[src/rtl/serial_add.sv]
// Purpose     : bit-serial adder, one full-adder cell, LSB first; sum/carry/signed overflow.
// Latency     : start sampled at edge k -> done high for the cycle after edge k+WIDTH.
// Backpressure: none; start is accepted only in IDLE or DONE and is ignored while busy.
module serial_add #(
   parameter int WIDTH = 8
) (
   input  logic             clk,
   input  logic             rst,
   input  logic             start,
   input  logic [WIDTH-1:0] a,
   input  logic [WIDTH-1:0] b,
   input  logic             carry_in,
   output logic             busy,
   output logic             done,
   output logic [WIDTH-1:0] sum,
   output logic             carry,
   output logic             overflow
);

   localparam int CW = $clog2(WIDTH) + 1;
   localparam logic [CW-1:0] LAST_BIT = CW'(WIDTH - 1);

   typedef enum logic [1:0] {
      IDLE = 2'd0,
      RUN  = 2'd1,
      DONE = 2'd2
   } state_t;

   state_t           state_q, state_d;

   // operand shift registers, running carry and bit counter
   logic [WIDTH-1:0] a_q, a_d;
   logic [WIDTH-1:0] b_q, b_d;
   logic             c_q, c_d;
   logic [CW-1:0]    cnt_q, cnt_d;

   // result registers; sum fills from the MSB side as bits are produced
   logic [WIDTH-1:0] sum_q, sum_d;
   logic             carry_q, carry_d;
   logic             ovf_q, ovf_d;

   logic             accept;
   logic             last_bit;
   logic             fa_sum;
   logic             fa_cout;

   // The single full-adder cell working on the current LSBs and the running carry
   always_comb begin
      fa_sum  = a_q[0] ^ b_q[0] ^ c_q;
      fa_cout = (a_q[0] & b_q[0]) | (a_q[0] & c_q) | (b_q[0] & c_q);
   end

   // Start qualification and final-bit detection
   always_comb begin
      accept   = start && (state_q != RUN);
      last_bit = (state_q == RUN) && (cnt_q == LAST_BIT);
   end

   // FSM state register
   always_ff @(posedge clk or posedge rst) begin
      if (rst) begin
         state_q <= IDLE;
      end else begin
         state_q <= state_d;
      end
   end

   // FSM next-state logic
   always_comb begin
      state_d = state_q;
      case (state_q)
         IDLE: begin
            if (start) begin
               state_d = RUN;
            end
         end
         RUN: begin
            if (last_bit) begin
               state_d = DONE;
            end
         end
         DONE: begin
            // a start here chains straight into the next addition
            if (start) begin
               state_d = RUN;
            end else begin
               state_d = IDLE;
            end
         end
         default: state_d = IDLE;
      endcase
   end

   // FSM outputs: busy while bits are being processed, done for the single DONE cycle
   always_comb begin
      busy = (state_q == RUN);
      done = (state_q == DONE);
   end

   // Datapath next-state: latch operands on accept, otherwise shift one bit per RUN cycle
   always_comb begin
      a_d     = a_q;
      b_d     = b_q;
      c_d     = c_q;
      cnt_d   = cnt_q;
      sum_d   = sum_q;
      carry_d = carry_q;
      ovf_d   = ovf_q;
      if (accept) begin
         // results are left alone so the previous answer stays visible until shifting starts
         a_d   = a;
         b_d   = b;
         c_d   = carry_in;
         cnt_d = '0;
      end else if (state_q == RUN) begin
         a_d   = {1'b0, a_q[WIDTH-1:1]};
         b_d   = {1'b0, b_q[WIDTH-1:1]};
         c_d   = fa_cout;
         sum_d = {fa_sum, sum_q[WIDTH-1:1]};
         cnt_d = cnt_q + CW'(1);
         if (last_bit) begin
            // c_q is the carry into the MSB here, fa_cout the carry out of it
            carry_d = fa_cout;
            ovf_d   = c_q ^ fa_cout;
         end
      end
   end

   // Datapath registers
   always_ff @(posedge clk or posedge rst) begin
      if (rst) begin
         a_q     <= '0;
         b_q     <= '0;
         c_q     <= 1'b0;
         cnt_q   <= '0;
         sum_q   <= '0;
         carry_q <= 1'b0;
         ovf_q   <= 1'b0;
      end else begin
         a_q     <= a_d;
         b_q     <= b_d;
         c_q     <= c_d;
         cnt_q   <= cnt_d;
         sum_q   <= sum_d;
         carry_q <= carry_d;
         ovf_q   <= ovf_d;
      end
   end

   // Result outputs come straight from registers
   always_comb begin
      sum      = sum_q;
      carry    = carry_q;
      overflow = ovf_q;
   end

endmodule

[config.mk]
export PLATFORM = sky130hd
export DESIGN_NAME = serial_add
export DESIGN_NICKNAME = d
export VERILOG_FILES = /design/src/rtl/serial_add.sv
export SDC_FILE = /design/constraint.sdc
export NUM_CORES = 1
export LEC_CHECK = 0
export CAP_MARGIN = 5
export CORE_MARGIN = 5
export CORE_UTILIZATION = 35
export CTS_BUF_LIST = sky130_fd_sc_hd__clkbuf_16
export DETAILED_ROUTE_END_ITERATION = 8
export REMOVE_ABC_BUFFERS = 1
export SETUP_SLACK_MARGIN = 0.2
export SYNTH_ARGS = -nofsm -noshare
export SYNTH_HDL_FRONTEND = slang
export SYNTH_SLANG_ARGS = --single-unit
[constraint.sdc]
create_clock -name clk -period 1.9 [get_ports clk]
set_clock_uncertainty 0.2 [all_clocks]
set_input_delay 0.285 -clock clk [delete_from_list [all_inputs] [get_ports clk]]
set_output_delay 0.285 -clock clk [all_outputs]
set_load 0.1 [all_outputs]
==> out/qor.yml <==
grt:
  gr-usage-all-layers_pct: 11.8
  gr-total-overflow: 0
  grt_pass1_wl_um: 4970
  grt_max_degree: 34
  grt_pass1_vias: 1110
  antenna_found_initial: 0
layout:
  antenna_cells: 0
  nets: 180
  syn_to_final_growth_pct: 43.5
  finalInstanceArea_um2: 2140
  fillers: 351
  multiInputGateArea_um2: 618
  finalNonFillerCells: 208
  seq_area_um2: 826
  drive_gt1_share_pct: 26.6
  final_util_pct: 52.8
power_and_ir_drop:
  ir_worst_vdd_mv: 0.641
  power_leakage_nw: 0.985
  p_per_area_nw_per_um2: 1930
  p_total_mw: 4.14
timing:
  min_period_ns: 1.62
  fmax_mhz: 617
  setup_viol: 0
  tns_ns: 0
  relSlewSlack_pct: 72.4
  hold_viol: 0
  timing.final.ws_setup_ns: 0.279
  rsz0062_at_grt: "no"
  tightestPinTransition_ns: 0.414
  fin_crit_sh_pct: 85.3
  whs_ns: 0.199
  final-max-slew-violation-count: 0
logic_synthesis:
  synth_top_family_by_area: "multiplexers"
  synthAdderAreaFrac_pct: 2.18
  synth_compound_area_share_pct: 6.29
  synth_mux_area_share_pct: 23.0
  ys_types: 24
  yosysWarnings: 0
  synth_seq_cells: 33
  syn_area_um2: 1490
  synthSimpleGateAreaFrac_pct: 8.80
  syn_area_per_cell_um2: 12.4
  yosysSeqAreaShare_pct: 55.3
  synth_xor_area_share_pct: 1.17
  synth_cells: 120
detailed_routing:
  drc_errors: 0
  dr.pass1.iters: 4
  vias: 997
  avgViaCountPerCell: 4.79
  routed_wl_um: 2870
  ant_nets: 0
  wl_per_cell_um: 13.8
  drt-initial-drc-count: 45
flow_run:
  cap_violations: 0
floorplan:
  num_rows: 23
  initial_utilization_pct: 36.8
  die_w_um: 75.3
  dieArea_um2: 5670
  ios: 32
  die_y_um: 75.3
  fp.coreArea_um2: 4060
clocking:
  cts.clk_slew.worst_paths_ns: 0.05
  cts-root-buf: "clkbuf_16"
  hold_buffers: 0
  cts_buffers: 5
  cts_max_level: 2
  clk_latency_ns: 0.27
  cts_num_sinks: 33
  post_cts_buffers: 2
  cts_buffer_depth: 2
  cts_tree: "built"
  cts_resized: 0
placement:
  port_buffers: 31
  placed_area_um2: 1990
  place_ws_ns: 0.177
  hpwlAfterDp_um: 2060
  gp_congestion: 0.720
  numPlacedInstances: 199
setup_path:
  path_max_fanout: 3
  cp.arrival_ns: 1.58
  crit_chain: "fa_1, xor2_1, mux2_2"
  crit_type: "flip-flop to flip-flop"
  cp_slowest_cell: "fa_1"
  rrSetupSlack_ns: 0.28
  cp-start-kind: "flip-flop"
  crit_path_end_kind: "flip-flop"
  crit_required_ns: 1.86
  critPathMaxStageDelay_ns: 0.48
run_status:
  outcome: "complete, no violations"
min_path:
  hold_class: "input pin to async pin"
-- cell type report --
type	count	area share, %
repair buffers	38	23.1
clock inverters	2	0.526
multi-input cells	79	28.9
inverters	1	0.175
clock buffers	5	5.84
well taps	50	2.92
flip-flops and latches	33	38.6
-- sequential cells by signal (all words and copies together) (netlist names) --
name and flops:
overflow 1, state_q 2, a_q 8, b_q 8
cnt_q 4, c_q 1, carry 1, sum 8
-- where the power goes --
| part | internal (mW) | total, mW | switching [mW] |
|---|---|---|---|
| sequential | 0.987 | 1.24 | 0.250 |
| clock | 0.472 | 0.741 | 0.269 |
| combinational | 0.907 | 2.16 | 1.25 |
| total | 2.37 | 4.14 | 1.77 |
-- placed cells by master, fill, tap and decap left out, drive strengths merged --
master,count
clkinvlp,1
a21oi,1
o21ai,16
nor2,3
nor2b,3
xnor2,1
mux2i,18
a22o,1
clkbuf,5
clkinv,1
fa,1
and3,1
nand2,17
ha,1
buf,19
nand2b,1
mux2,13
inv,1
nand3,1
clkdlybuf4s50,19
xor2,1
dfrtp,33
-- worst max-delay path: cells and delay by family (launching register included) --
| family | cells | cell delay, ns |
|---|---|---|
| adder cells (fa/ha/maj) | 1 | 0.48 |
| flip-flops | 1 | 0.40 |
| multiplexers | 1 | 0.26 |
| XOR/XNOR | 1 | 0.18 |
-- synthesized netlist by cell type --
master | instances | area share, %
ha_1 | 1 | 0.84
and3_4 | 1 | 0.75
clkbuf_1 | 1 | 0.25
inv_1 | 1 | 0.25
fa_1 | 1 | 1.3
buf_2 | 3 | 1.0
buf_4 | 2 | 1.0
nor2b_1 | 1 | 0.42
mux2_4 | 1 | 1.0
o21ai_0 | 16 | 5.4
xnor2_1 | 1 | 0.59
nand2_1 | 17 | 4.3
xor2_1 | 1 | 0.59
dfrtp_1 | 33 | 55
nand2b_1 | 1 | 0.42
nor2_1 | 3 | 0.75
a22o_1 | 1 | 0.59
mux2i_1 | 17 | 11
buf_6 | 1 | 0.75
mux2_2 | 12 | 9.1
nand3_1 | 1 | 0.33
nor2b_4 | 2 | 1.8
a21oi_1 | 1 | 0.33
mux2i_4 | 1 | 1.5
-- kinds of logic (layout without fill, tap and decap cells) --
family,count (synthesis),in the layout
buf+inv,8,46
flops,33,33
mux,31,31
fa+ha+maj,2,2
compound gates,18,18
simple gates,26,26
xor+xnor,2,2
-- routing by layer --
metal	global-route usage [%]	share of wire, %	vias up
li1	-	-	486
met1	14.5	44	482
met5	0	0	-
met4	5.24	2.0	0
met2	18.2	48	22
met3	4.62	6.1	7
-- worst paths after layout --
| check | from | endpoint | cells past startpoint |
|---|---|---|---|
| setup / recovery | a_q[0] | overflow | 3 |
| hold / removal | rst | b_q[5] | 3 |
| setup reg to reg | a_q[0] | overflow | 3 |
| hold reg to reg | a_q[1] | a_q[0] | 2 |
| max in group asynchronous | rst | state_q[0] | 3 |
| min in group clk | a_q[1] | a_q[0] | 2 |
Note: power is estimated with default switching activity, not from simulation.
